### config.mk
export PLATFORM = sky130hd
export DESIGN_NAME = uart_tx_block
export DESIGN_NICKNAME = d
export VERILOG_FILES = /design/src/rtl/uart_tx_block.sv
export SDC_FILE = /design/constraint.sdc
export NUM_CORES = 1
export LEC_CHECK = 0
export BUFFER_PORTS_ARGS = -buffer_cell sky130_fd_sc_hd__buf_2
export CAP_MARGIN = 20
export CORE_MARGIN = 4
export CORE_UTILIZATION = 40
export CTS_BUF_LIST = sky130_fd_sc_hd__clkbuf_4 sky130_fd_sc_hd__clkbuf_8 sky130_fd_sc_hd__clkbuf_16
export DETAILED_ROUTE_END_ITERATION = 10
export HOLD_SLACK_MARGIN = 0.02
export PLACE_DENSITY = 0.63
export SYNTH_ARGS = -nofsm -noshare
export SYNTH_HDL_FRONTEND = slang
export SYNTH_SLANG_ARGS = --single-unit
### constraint.sdc
create_clock -name clk -period 2.2 [get_ports clk]
set_input_delay 0.22 -clock clk [delete_from_list [all_inputs] [get_ports clk]]
set_output_delay 0.22 -clock clk [all_outputs]
set_load 0.02 [all_outputs]
### src/rtl/uart_tx_block.sv
// 8N1 UART transmitter: one-entry holding buffer feeding a start/data/stop
// shifter, each serial bit held for BIT_PERIOD clocks.
module uart_tx_block #(
  parameter int BIT_PERIOD = 10
) (
  input  logic       clk,
  input  logic       n_rst,
  input  logic [7:0] tx_data,
  input  logic       data_load,
  input  logic       error_clear,
  output logic       serial_out,
  output logic       buffer_full,
  output logic       tx_busy,
  output logic       frame_done,
  output logic       overrun_error
);

  localparam int CW = $clog2(BIT_PERIOD);
  localparam logic [CW-1:0] CNT_MAX = CW'(BIT_PERIOD - 1);

  typedef enum logic [1:0] {IDLE, START, DATA, STOP} state_t;

  state_t        state, state_d;
  logic [CW-1:0] cnt, cnt_d;
  logic [2:0]    bit_idx, bit_idx_d;
  logic [7:0]    shift, shift_d;
  logic [7:0]    buf_data;
  logic          serial_d;
  logic          bit_end;
  logic          xfer;
  logic          load_ok;
  logic          overrun_set;

  assign bit_end     = (cnt == CNT_MAX);
  // The buffer empties into the shifter either from IDLE or at the very edge
  // that ends STOP, which is what makes zero-gap back-to-back frames possible.
  assign xfer        = buffer_full &&
                       ((state == IDLE) || ((state == STOP) && bit_end));
  assign load_ok     = data_load && (!buffer_full || xfer);
  assign overrun_set = data_load && buffer_full && !xfer;

  assign tx_busy     = (state != IDLE);
  assign frame_done  = (state == STOP) && bit_end;

  // NOTE: every signal assigned here gets a default first, so no path leaves
  // a value unassigned and no latch is inferred.
  always_comb begin
    state_d   = state;
    cnt_d     = bit_end ? '0 : cnt + CW'(1);
    bit_idx_d = bit_idx;
    shift_d   = shift;
    serial_d  = 1'b1;
    unique case (state)
      IDLE: begin
        cnt_d = '0;
        if (buffer_full) begin
          state_d  = START;
          shift_d  = buf_data;
          serial_d = 1'b0;
        end
      end
      START: begin
        serial_d = 1'b0;
        if (bit_end) begin
          state_d   = DATA;
          bit_idx_d = 3'd0;
          serial_d  = shift[0];
        end
      end
      DATA: begin
        serial_d = shift[0];
        if (bit_end) begin
          if (bit_idx == 3'd7) begin
            state_d  = STOP;
            serial_d = 1'b1;
          end else begin
            bit_idx_d = bit_idx + 3'd1;
            shift_d   = {1'b0, shift[7:1]};
            serial_d  = shift[1];
          end
        end
      end
      STOP: begin
        serial_d = 1'b1;
        if (bit_end) begin
          if (buffer_full) begin
            state_d  = START;
            shift_d  = buf_data;
            serial_d = 1'b0;
          end else begin
            state_d = IDLE;
          end
        end
      end
      default: state_d = IDLE;
    endcase
  end

  // NOTE: state registers use non-blocking assignments so every flop samples
  // pre-edge values regardless of statement order.
  always_ff @(posedge clk or negedge n_rst) begin
    if (!n_rst) begin
      state      <= IDLE;
      cnt        <= '0;
      bit_idx    <= 3'd0;
      shift      <= 8'h00;
      serial_out <= 1'b1;
    end else begin
      state      <= state_d;
      cnt        <= cnt_d;
      bit_idx    <= bit_idx_d;
      shift      <= shift_d;
      serial_out <= serial_d;
    end
  end

  // NOTE: the single-entry buffer is reset like any other flop; it is a
  // register, not a RAM, so clearing it costs nothing and aids debug.
  always_ff @(posedge clk or negedge n_rst) begin
    if (!n_rst) begin
      buf_data      <= 8'h00;
      buffer_full   <= 1'b0;
      overrun_error <= 1'b0;
    end else begin
      if (load_ok) begin
        buf_data    <= tx_data;
        buffer_full <= 1'b1;
      end else if (xfer) begin
        buffer_full <= 1'b0;
      end
      if (overrun_set)      overrun_error <= 1'b1;
      else if (error_clear) overrun_error <= 1'b0;
    end
  end

endmodule

==> results_dict.tcl <==
set metrics [dict create \
    outcome "finished clean" \
    power_leakage_nw 0.7735 \
    die_w_um 68.91 \
    hp-class "primary input to register" \
    rr_worst_depth 5 \
    synthCells 121 \
    timing.final.crit_share_pct 93.39 \
    wl_met2_um 1197 \
    reg2reg_slack_ns 0.15 \
    grt_pass1_vias 1068 \
    crit_chain "inv_1 -> ha_1 -> or2_2 -> a221oi_4 -> mux2_2" \
    yosysTopAreaCell "dfrtp_1" \
    seq_power_share_pct 37.9 \
    wl_met1_um 1220 \
    synth_ff_type "dfrtp_1" \
    synthesis.nets 142 \
    firstDrtPassIters 2 \
    dp_hpwl_um 1900 \
    clkTransAtPathRegs_ns 0.09 \
    cts_buffers 3 \
    cts_buffer_depth 2 \
    cp_top_family "compound AO/OA/AOI/OAI gates" \
    combPwrFrac_pct 49.5 \
    holdCritStartpoint "tx_data[7]" \
    cp-end-kind "register" \
    clock_latency_ns 0.27 \
    synth_common_cells "27 x dfrtp_1, 24 x mux2_2, 9 x ha_1, 7 x o21ai_0" \
    antenna_found_initial 0 \
    cp.depth 5 \
    vias_per_cell 5.239 \
    final_antenna_net_count 0 \
    highest_layer "met4" \
    max_freq_mhz 486.7 \
    switching_share_pct 34.84 \
    fp.dieArea_um2 4749 \
    fin_nets 164 \
    io_buffers 16 \
    core_area_um2 3468 \
    drv_slew 0 \
    synth_area_leaders "dfrtp_1 46%, mux2_2 18%, ha_1 7.6%" \
    io_pins 17 \
    route.met3.wl_um 97 \
    routed_wl_um 2544 \
    start_kind "register" \
    startpoint "state[0]$_DFFE_PN0P_" \
    seq_area_frac_synth_pct 47.30 \
    cp.buffers_inverters 1 \
    r2r_end "shift[5]$_DFFE_PN0P_" \
    gr-usage-all-layers_pct 13.21 \
    num_vias 985 \
    hold_viol_final 0 \
    cts_sinks 28 \
    crit_fanout 8 \
    setup_tns_ns 0 \
    antenna_cells 0 \
    rows 21 \
    wl_per_cell_um 13.53 \
    nFillCells 330 \
    synthArstFlopShare_pct 100.0 \
    crit_type "register to register" \
    synth.distinct_cells 33 \
    crit_arrival_ns 2.22 \
    grt_max_degree 29 \
    synth_top_area_share_pct 45.53 \
    hold_end "buf_data[7]$_DFFE_PN0P_" \
    setup_viol 0 \
    r2r-start "state[0]$_DFFE_PN0P_" \
    cap_violations 0 \
    relSlewSlack_pct 57.29 \
    cts_tree "built" \
    drcViolationCount 0 \
    die_h_um 68.91 \
    place_congestion 0.7348 \
    syn-cell-area_um2 1484 \
    slowest_delay_ns 0.44 \
    post_cts_buffers 0 \
    ys_warn_count 0 \
    slowest_stage "a221oi_4" \
    critPathRequiredTime_ns 2.36 \
    yosysMostFrequentCell "dfrtp_1" \
    drive_gt1_share_pct 40.14 \
    clockPowerShare_pct 12.6 \
    powerDensity_nw_per_um2 1462 \
    synth_seq_cells 28 \
    skew_ns 0.004134 \
    root_buffer "clkbuf_8" \
    rsz0062_at_grt "no" \
    worst_pin_slew_ns 0.6407 \
    htreeDepth 1 \
    hold_slack_ns 0.1741 \
    post_dp_cell_area_um2 1625 \
    area_delta_synth_final_pct 14.25 \
    irDropWorstVdd_mv 0.6350 \
    grt_pass1_wl_um 4754 \
    avgSynthCellArea_um2 12.26 \
    drtIter0Drc 9 \
    grt_overflow 0 \
    synth_edf_count 0 \
    netSwitchingPower_mw 0.8639 \
    fin_crit_ns 2.055 \
    start_util_pct 42.78 \
    design_area_um2 1695 \
    holdPathStages 2 \
    p_int_mw 1.615 \
]
-- flip-flops by register name, summed over array words and instances, names as in the netlist --
signal and flops:
overrun_error 1, cnt 4, state 2, serial_out 1, buf_data 8, buffer_full 1, shift 8, bit_idx 3
-- cell type report --
type                            instances  area (µm²)  area share [%]
Clock buffer                            4       55.05           3.247
Multi-Input combinational cell         85       749.5           44.21
Tap cell                               46       57.56           3.395
Sequential cell                        28       701.9           41.40
Inverter                                5       18.77           1.107
Timing Repair Buffer                   20       112.6           6.642
-- power groups by stage --
stage | combinational, mW | sequential, mW | clock [mW]
floorplan | 0.984 | 0.929 | 0
global placement | 1.20 | 0.939 | 0
detailed placement | 1.23 | 0.953 | 0
CTS | 1.24 | 0.941 | 0.332
global route | 1.37 | 0.979 | 0.354
finish | 1.23 | 0.939 | 0.314
-- worst max-delay path by stage --
stage,to,slack [ns]
after floorplan,shift[0]$_DFFE_PN0P_,0.24
after global placement,shift[3]$_DFFE_PN0P_,0.15
after detailed placement,shift[5]$_DFFE_PN0P_,0.08
after CTS,shift[5]$_DFFE_PN0P_,0.07
after global routing,shift[4]$_DFFE_PN0P_,0.03
final,shift[5]$_DFFE_PN0P_,0.15
-- routing by layer --
metal | GRT usage [%] | vias up
met4 | 3.650 | 0
met1 | 17.57 | 480
met3 | 1.945 | 4
li1 | - | 486
met5 | 0 | -
met2 | 22.38 | 15
-- cell usage in the layout (no fill, tap or decap), drive strengths merged --
| cell | n |
|---|---|
| dfrtp | 27 |
| and4b | 1 |
| a21oi | 1 |
| buf | 19 |
| xnor2 | 1 |
| mux2 | 24 |
| and2 | 1 |
| a31oi | 1 |
| a32o | 1 |
| dlygate4sd3 | 1 |
| nor2 | 2 |
| o211ai | 1 |
| a21boi | 1 |
| ha | 9 |
| or3 | 1 |
| a2111oi | 1 |
| inv | 5 |
| a211o | 1 |
| o21ai | 8 |
| nand2b | 4 |
| nand2 | 5 |
| or2b | 2 |
| and3b | 2 |
| or2 | 4 |
| a221oi | 1 |
| a22o | 4 |
| o2111ai | 1 |
| nand3b | 1 |
| dfstp | 1 |
| or3b | 1 |
| clkbuf | 4 |
| a2bb2oi | 2 |
| nor3 | 4 |
-- cells by family after synthesis --
| family | synth area share (%) |
|---|---|
| AND/OR/NAND/NOR | 11.30 |
| multiplexers | 18.21 |
| buffers and inverters | 2.530 |
| flip-flops | 47.30 |
| adder cells (fa/ha/maj) | 7.589 |
| XOR/XNOR | 0.5903 |
| AO/OA/AOI/OAI | 12.48 |
-- metrics by stage --
step                      total power [mW]  utilization (%)  cells  setup WS, ns
after global placement               2.135            46.86    183        0.1484
after global routing                 2.700            48.88    188       0.02523
after CTS                            2.512            48.74    188       0.06633
after floorplan                      1.913                -    121        0.2448
after detailed placement             2.185            46.86    183       0.07910
final                                2.479            48.88    188        0.1453
-- what timing repair did --
item,CTS,global route
endpoints found under the hold margin,27,0
endpoints found under the setup margin,0,7
gates resized for setup,0,2
hold buffers,1,0
-- worst reg2reg max path, cell delays in order (launching register included) --
cell and delay, ns:
dfrtp_1 0.39, inv_1 0.11, ha_1 0.28, or2_2 0.34, a221oi_4 0.44, mux2_2 0.39
(Power assumes the default switching activity.)
